==> src/rtl/ps2_pkg.sv <==
// Shared definitions for the PS/2 receive stage.
//   ps2_state_e     : deserialiser FSM states
//   START_BIT/STOP_BIT/DATA_BITS : device-to-host frame layout
//   DEF_FILTER_LEN/DEF_TIMEOUT_CYC : default conditioning parameters
package ps2_pkg;

  typedef enum logic [1:0] {StIdle, StShift, StParity, StStop} ps2_state_e;

  localparam logic        START_BIT       = 1'b0;
  localparam logic        STOP_BIT        = 1'b1;
  localparam int unsigned DATA_BITS       = 8;
  localparam int unsigned DEF_FILTER_LEN  = 8;
  localparam int unsigned DEF_TIMEOUT_CYC = 28000;

endpackage

==> src/rtl/ps2_rx_deser_if.sv <==
// Byte handshake between the PS/2 receiver and the translator FSM.
//   rx_read       : consumer pop request (one cycle)
//   rx_scan_code  : byte from the most recent accepted pop
//   rx_data_ready : FIFO non-empty
//   rx_error      : frame rejected pulse
//   rx_overflow   : valid frame dropped (FIFO full) pulse
interface ps2_rx_deser_if;
  logic       rx_read;
  logic [7:0] rx_scan_code;
  logic       rx_data_ready;
  logic       rx_error;
  logic       rx_overflow;

  modport master (
    input  rx_read,
    output rx_scan_code, rx_data_ready, rx_error, rx_overflow
  );

  modport slave (
    output rx_read,
    input  rx_scan_code, rx_data_ready, rx_error, rx_overflow
  );
endinterface

==> src/rtl/ps2_rx_fifo.sv <==
// Small synchronous byte FIFO with a registered head read.
//   clk, reset     : clock, synchronous active-low reset
//   push/push_data : write request and byte
//   pop_req        : read request; ignored while empty
//   scan_code      : byte loaded by the last accepted pop
//   data_ready     : count != 0
//   overflow       : one-cycle pulse when a push is dropped
module ps2_rx_fifo #(
  parameter int unsigned DEPTH = 4
) (
  input  logic       clk,
  input  logic       reset,
  input  logic       push,
  input  logic [7:0] push_data,
  input  logic       pop_req,
  output logic [7:0] scan_code,
  output logic       data_ready,
  output logic       overflow
);
  localparam int unsigned AW = $clog2(DEPTH);

  logic [7:0]  mem_q [DEPTH];
  logic [AW-1:0] wr_ptr_q, rd_ptr_q;
  logic [AW:0]   count_q;
  logic [7:0]  head_q;
  logic        ovf_q;
  logic        empty, full, pop, push_ok;

  assign empty   = (count_q == '0);
  assign full    = (count_q == (AW+1)'(DEPTH));
  assign pop     = pop_req && !empty;
  // A pop in the same cycle frees the slot, so a full FIFO still accepts.
  assign push_ok = push && (!full || pop);

  always_ff @(posedge clk) begin
    if (!reset) begin
      for (int i = 0; i < DEPTH; i++) mem_q[i] <= '0;
      wr_ptr_q <= '0;
      rd_ptr_q <= '0;
      count_q  <= '0;
      head_q   <= '0;
      ovf_q    <= 1'b0;
    end else begin
      if (push_ok) begin
        mem_q[wr_ptr_q] <= push_data;
        wr_ptr_q        <= wr_ptr_q + 1'b1;
      end
      if (pop) begin
        head_q   <= mem_q[rd_ptr_q];
        rd_ptr_q <= rd_ptr_q + 1'b1;
      end
      if (push_ok && !pop)      count_q <= count_q + 1'b1;
      else if (pop && !push_ok) count_q <= count_q - 1'b1;
      ovf_q <= push && full && !pop;
    end
  end

  assign scan_code  = head_q;
  assign data_ready = !empty;
  assign overflow   = ovf_q;
endmodule

==> src/rtl/ps2_rx_deser.sv <==
// PS/2 device-to-host receiver: synchronises and filters the pins, deserialises
// 11-bit frames, checks start/parity/stop, aborts stalled frames and buffers
// accepted bytes.
//   clk, reset  : 14 MHz clock, synchronous active-low reset
//   ps2_clk_i   : raw PS/2 clock pin (asynchronous)
//   ps2_data_i  : raw PS/2 data pin (asynchronous)
//   rx          : byte handshake towards the translator
module ps2_rx_deser
  import ps2_pkg::*;
#(
  parameter int unsigned FILTER_LEN  = DEF_FILTER_LEN,
  parameter int unsigned TIMEOUT_CYC = DEF_TIMEOUT_CYC,
  parameter int unsigned FIFO_DEPTH  = 4
) (
  input  logic           clk,
  input  logic           reset,
  input  logic           ps2_clk_i,
  input  logic           ps2_data_i,
  ps2_rx_deser_if.master rx
);
  localparam int unsigned FW = $clog2(FILTER_LEN + 1);
  localparam int unsigned TW = $clog2(TIMEOUT_CYC + 1);
  localparam int unsigned BW = $clog2(DATA_BITS);

  logic [1:0]    clk_sync_q, data_sync_q;
  logic          clk_s, data_s;
  logic          filt_q, filt_d;
  logic [FW-1:0] fcnt_q, fcnt_d;
  logic          fall;

  ps2_state_e    state_q, state_d;
  logic [BW-1:0] bit_cnt_q, bit_cnt_d;
  logic [7:0]    shift_q, shift_d;
  logic          par_q, par_d, par_ok_q, par_ok_d;
  logic [TW-1:0] timer_q, timer_d;
  logic          error_q, error_d;
  logic          push;

  assign clk_s  = clk_sync_q[1];
  assign data_s = data_sync_q[1];

  // Filtered level flips only after FILTER_LEN consecutive differing samples.
  always_comb begin
    filt_d = filt_q;
    fcnt_d = '0;
    if (clk_s != filt_q) begin
      if (fcnt_q == FW'(FILTER_LEN - 1)) filt_d = clk_s;
      else                               fcnt_d = fcnt_q + 1'b1;
    end
  end

  assign fall = filt_q && !filt_d;

  always_comb begin
    state_d   = state_q;
    bit_cnt_d = bit_cnt_q;
    shift_d   = shift_q;
    par_d     = par_q;
    par_ok_d  = par_ok_q;
    error_d   = 1'b0;
    push      = 1'b0;
    timer_d   = (state_q == StIdle || fall) ? '0 : timer_q + 1'b1;

    unique case (state_q)
      StIdle: if (fall) begin
        if (data_s == START_BIT) begin
          state_d   = StShift;
          bit_cnt_d = '0;
          par_d     = 1'b0;
        end else begin
          error_d = 1'b1;
        end
      end
      StShift: if (fall) begin
        shift_d   = {data_s, shift_q[7:1]};
        par_d     = par_q ^ data_s;
        bit_cnt_d = bit_cnt_q + 1'b1;
        if (bit_cnt_q == BW'(DATA_BITS - 1)) state_d = StParity;
      end
      StParity: if (fall) begin
        par_ok_d = par_q ^ data_s;  // odd parity over data + parity bit
        state_d  = StStop;
      end
      StStop: if (fall) begin
        if (data_s == STOP_BIT && par_ok_q) push    = 1'b1;
        else                                error_d = 1'b1;
        state_d = StIdle;
      end
      default: state_d = StIdle;
    endcase

    // Stalled frame: no fall for TIMEOUT_CYC cycles outside IDLE.
    if (state_q != StIdle && !fall && timer_q == TW'(TIMEOUT_CYC - 1)) begin
      error_d = 1'b1;
      state_d = StIdle;
      timer_d = '0;
    end
  end

  always_ff @(posedge clk) begin
    if (!reset) begin
      clk_sync_q  <= '0;
      data_sync_q <= '0;
      filt_q      <= 1'b0;
      fcnt_q      <= '0;
      state_q     <= StIdle;
      bit_cnt_q   <= '0;
      shift_q     <= '0;
      par_q       <= 1'b0;
      par_ok_q    <= 1'b0;
      timer_q     <= '0;
      error_q     <= 1'b0;
    end else begin
      clk_sync_q  <= {clk_sync_q[0], ps2_clk_i};
      data_sync_q <= {data_sync_q[0], ps2_data_i};
      filt_q      <= filt_d;
      fcnt_q      <= fcnt_d;
      state_q     <= state_d;
      bit_cnt_q   <= bit_cnt_d;
      shift_q     <= shift_d;
      par_q       <= par_d;
      par_ok_q    <= par_ok_d;
      timer_q     <= timer_d;
      error_q     <= error_d;
    end
  end

  assign rx.rx_error = error_q;

  ps2_rx_fifo #(
    .DEPTH (FIFO_DEPTH)
  ) u_fifo (
    .clk        (clk),
    .reset      (reset),
    .push       (push),
    .push_data  (shift_q),
    .pop_req    (rx.rx_read),
    .scan_code  (rx.rx_scan_code),
    .data_ready (rx.rx_data_ready),
    .overflow   (rx.rx_overflow)
  );
endmodule

==> src/flat_wrapper.sv <==
// flat-port wrapper written by rule: the top's interface ports become plain ports
module ps2_rx_deser_flat import ps2_pkg::*;
#(
  parameter int unsigned FILTER_LEN  = DEF_FILTER_LEN,
  parameter int unsigned TIMEOUT_CYC = DEF_TIMEOUT_CYC,
  parameter int unsigned FIFO_DEPTH  = 4
)
  (clk, reset, ps2_clk_i, ps2_data_i, rx_rx_read, rx_rx_scan_code, rx_rx_data_ready, rx_rx_error, rx_rx_overflow);
  ps2_rx_deser_if rx_i ();
  input  logic clk;
  input  logic reset;
  input  logic ps2_clk_i;
  input  logic ps2_data_i;
  input wire logic [$bits(rx_i.rx_read)-1:0] rx_rx_read;
  output wire logic [$bits(rx_i.rx_scan_code)-1:0] rx_rx_scan_code;
  output wire logic [$bits(rx_i.rx_data_ready)-1:0] rx_rx_data_ready;
  output wire logic [$bits(rx_i.rx_error)-1:0] rx_rx_error;
  output wire logic [$bits(rx_i.rx_overflow)-1:0] rx_rx_overflow;
  assign rx_i.rx_read = rx_rx_read;
  assign rx_rx_scan_code = rx_i.rx_scan_code;
  assign rx_rx_data_ready = rx_i.rx_data_ready;
  assign rx_rx_error = rx_i.rx_error;
  assign rx_rx_overflow = rx_i.rx_overflow;
  ps2_rx_deser #(.FILTER_LEN(FILTER_LEN), .TIMEOUT_CYC(TIMEOUT_CYC), .FIFO_DEPTH(FIFO_DEPTH)) u_core (.clk(clk), .reset(reset), .ps2_clk_i(ps2_clk_i), .ps2_data_i(ps2_data_i), .rx(rx_i));
endmodule
==> config.mk <==
export PLATFORM = sky130hd
export DESIGN_NAME = ps2_rx_deser_flat
export DESIGN_NICKNAME = d
export VERILOG_FILES = /design/src/rtl/ps2_pkg.sv /design/src/rtl/ps2_rx_deser_if.sv /design/src/rtl/ps2_rx_fifo.sv /design/src/rtl/ps2_rx_deser.sv /design/src/flat_wrapper.sv
export SDC_FILE = /design/constraint.sdc
export NUM_CORES = 1
export LEC_CHECK = 0
export CAP_MARGIN = 20
export CORE_ASPECT_RATIO = 0.7
export CORE_MARGIN = 3
export CORE_UTILIZATION = 46
export CTS_CLUSTER_SIZE = 20
export DETAILED_ROUTE_END_ITERATION = 8
export GPL_TIMING_DRIVEN = 1
export PLACE_DENSITY = 0.71
export SLEW_MARGIN = 0
export SYNTH_ARGS = -nofsm -noshare
export SYNTH_HDL_FRONTEND = slang
export SYNTH_SLANG_ARGS = --single-unit
==> constraint.sdc <==
create_clock -name clk -period 2.25 [get_ports clk]
set_input_delay 0.3375 -clock clk [delete_from_list [all_inputs] [get_ports clk]]
set_output_delay 0.3375 -clock clk [all_outputs]
set_load 0.01 [all_outputs]
==> impl_metrics.json <==
{
  "die_area_um2": 9670,
  "rrSetupSlack_ps": 90,
  "die_x_um": 116,
  "rsz0062_at_grt": "no",
  "ant_nets": 0,
  "power.clock.fraction_pct": 45.5,
  "synth-seq-cells": 88,
  "n_antenna_cell": 0,
  "power_leakage_nw": 1.59,
  "seqPwrFrac_pct": 52.6,
  "syn-num-nets": 380,
  "syn_avg_cell_area_um2": 10.8,
  "cp-startpoint": "u_core.state_q[0]",
  "grt_pass1_vias": 2509,
  "cts_tree": "built",
  "ir_drop_mv": 0.379,
  "die_h_um": 83.2,
  "hp-class": "register to register",
  "synthArstFlopShare_pct": 0,
  "antenna_found_initial": 0,
  "synth_top_area_share_pct": 28.6,
  "drtPass1Iterations": 4,
  "final_cells": 496,
  "max_freq_mhz": 463,
  "reg2regPathDepth": 9,
  "synth_cells": 364,
  "tns_ps": 0,
  "reg2reg_from": "u_core.state_q[0]",
  "grt_max_degree": 17,
  "dp_hpwl_mm": 5.40,
  "startpoint_type": "register",
  "rows": 27,
  "yosysSeqAreaShare_pct": 53.2,
  "cts_buffers": 9,
  "synth_edf_count": 32,
  "clock-sinks": 88,
  "hold_violations": 0,
  "yosys.area.top_type": "dfxtp_1",
  "power_mw": 3.21,
  "yosysUniqueCellTypes": 49,
  "drt-total-wl_mm": 7.47,
  "root_buffer": "clkbuf_16",
  "worst_pin_slew_ps": 607,
  "viasPerCell": 5.34,
  "port_buffers": 15,
  "synth_area_um2": 3920,
  "setup.worst_path.end": "u_core.u_fifo.count_q[2]",
  "critPathRequiredTime_ps": 2520,
  "worst_path_max_delay_cell": "dfxtp_4",
  "cpPeakStageDelay_ps": 370,
  "crit_fanout": 4,
  "max-cap-violations": 0,
  "cts_hold_buf": 0,
  "cts_buffer_depth": 2,
  "crit_chain": "ha_4 -> and3_4 -> nor4b_4 -> ha_2 -> inv_2 -> fa_2 -> xor2_1 -> or3_1 -> a21oi_1",
  "relSlewSlack_pct": 59.5,
  "drc": 0,
  "gr-total-overflow": 0,
  "start_util_pct": 48.5,
  "grt_pass1_wl_mm": 12.5,
  "crit_arrival_ps": 2430,
  "switchingPower_mw": 0.663,
  "status": "finished, final reports clean",
  "critical_path_class": "register to register",
  "grt_use_total_pct": 16.6,
  "place.gp.congestion": 0.847,
  "p_sw_share_pct": 20.6,
  "drv_slew": 0,
  "vias": 2651,
  "synth_warnings": 0,
  "setup_viol": 0,
  "comb_power_share_pct": 1.9,
  "cts_max_level": 3,
  "clk_latency_ps": 340,
  "p_int_mw": 2.55,
  "period_needed_ps": 2160,
  "drive_gt1_share_pct": 15.4,
  "ys_top_cells_by_area": "dfxtp_1 (29%), edfxtp_1 (25%), and2_1 (4.6%)",
  "nNetsFinal": 406,
  "synthMostInstantiatedCell": "dfxtp_1",
  "yosys-top-cells-count": "dfxtp_1 (56), nand2_1 (37), edfxtp_1 (32)",
  "wire_per_inst_um": 15.1,
  "finalClockSkew_ps": 7.78,
  "synthFlopType": "dfxtp_1",
  "power_density_nw_per_um2": 700,
  "timing.rr.end": "u_core.u_fifo.count_q[2]",
  "drtIter0Drc": 207,
  "end_kind": "register",
  "min_period_over_period_pct": 95.9,
  "area_growth_pct": 17.3,
  "io_pins": 16,
  "coreArea_um2": 8070,
  "dp.cells": 478,
  "clk_pin_slew_ps": 60
}
worst max-delay path: cells and delay by family (launching register included):
kind | cells | cell delay (ps)
AO/OA/AOI/OAI | 1 | 120
buffers and inverters | 1 | 40
XOR/XNOR | 1 | 150
flip-flops | 1 | 370
AND/OR/NAND/NOR | 3 | 710
adder cells (fa/ha/maj) | 3 | 690
how the worst min path moves through the flow:
| stage | start | slack [ps] | depth (start not counted) | to |
|---|---|---|---|---|
| 6_report | u_core.data_sync_q[0] | 440 | 1 | u_core.data_sync_q[1] |
| 5_1_grt | u_core.clk_sync_q[0] | 450 | 1 | u_core.clk_sync_q[1] |
| 4_1_cts | u_core.data_sync_q[0] | 430 | 1 | u_core.data_sync_q[1] |
| 3_5_place_dp | u_core.data_sync_q[0] | 420 | 1 | u_core.data_sync_q[1] |
| 3_3_place_gp | u_core.data_sync_q[0] | 420 | 1 | u_core.data_sync_q[1] |
| 2_1_floorplan | u_core.clk_sync_q[0] | 410 | 1 | u_core.clk_sync_q[1] |
cells by family (layout without fill, tap and decap cells):
family | count (synthesis) | in the layout | synth area share (%)
AO/OA/AOI/OAI | 41 | 41 | 6.10
XOR/XNOR | 21 | 21 | 4.70
adder cells (fa/ha/maj) | 11 | 11 | 3.71
buffers and inverters | 27 | 58 | 2.81
flip-flops | 88 | 88 | 53.2
multiplexers | 12 | 12 | 5.65
AND/OR/NAND/NOR | 164 | 164 | 23.9
sequential cells by signal, indices dropped and copies added (netlist names), 2 cells and up:
register / flops
u_core.fcnt_q: 4
u_core.state_q: 2
u_core.shift_q: 8
u_core.u_fifo.count_q: 3
u_core.u_fifo.wr_ptr_q: 2
u_core.clk_sync_q: 2
u_core.u_fifo.scan_code: 8
u_core.u_fifo.rd_ptr_q: 2
u_core.timer_q: 15
u_core.bit_cnt_q: 3
u_core.data_sync_q: 2
u_core.u_fifo.mem_q: 32
what timing repair did:
item                       CTS  global route
buffers inserted             0             2
setup endpoints to repair    0             1
gates resized for setup      0             2
area by class of cell:
class | instances | area, um2
clock buffers | 11 | 264
clock inverters | 5 | 36.3
fillers | 693 | 3480
inverters | 10 | 37.5
multi-input cells | 249 | 1760
flip-flops and latches | 88 | 2090
well taps | 101 | 126
repair buffers | 32 | 278
cell usage in the layout, fill, tap and decap left out, types with 2 or more instances in the layout:
cell type        Yosys  routed
xor2_1              10      10
a21oi_1             27      27
clkbuf_16            0      10
ha_4                 0       2
o21ai_0              5       5
and2_1              29      29
dfxtp_2              0       2
clkdlybuf4s50_1      0      15
mux2i_1              3       3
mux4_2               8       8
buf_4                0      17
nor4_1               6       6
dfxtp_4              0       2
xnor2_1             11      11
nor3_1               5       5
nand3b_1             2       2
and4_1               3       3
clkinv_4             0       2
inv_1                8       7
clkinv_2             0       2
nand2_1             37      37
or3_1                2       2
nand4_1              6       6
edfxtp_1            32      32
and3_1               7       6
ha_1                10       7
a22o_1               2       2
inv_2                1       2
nor4b_4              3       3
nand2b_1             3       3
dfxtp_1             56      52
nand3_1             21      21
nor2_1              30      30
power by group through the flow:
stage	registers, mW	logic, mW	clock network [mW]
floorplan	1.72	0.0392	0
global placement	1.73	0.0604	0
detailed placement	1.73	0.0614	0
CTS	1.69	0.0618	1.50
global route	1.69	0.0673	1.57
finish	1.69	0.0614	1.46
routing by layer:
layer / track usage [%] / vias to the layer above / part of all wire [%]
met5: 0 / - / 0
met4: 4.85 / 0 / 1.2
met3: 5.03 / 10 / 5.8
met2: 21.5 / 62 / 39
met1: 26.4 / 1230 / 54
li1: - / 1349 / -
metrics by stage:
| step | hold slack (ps) | setup WS (ps) | cell area, um2 | util [%] |
|---|---|---|---|---|
| after floorplan | 412 | 46.6 | 3960 | - |
| after global placement | 415 | -204 | 4270 | 52.9 |
| after detailed placement | 419 | -239 | 4270 | 52.9 |
| after CTS | 433 | 60.2 | 4570 | 56.6 |
| after global routing | 452 | 0.347 | 4590 | 56.9 |
| final | 438 | 91.5 | 4590 | 56.9 |
Power figures use the tool's default switching activity.
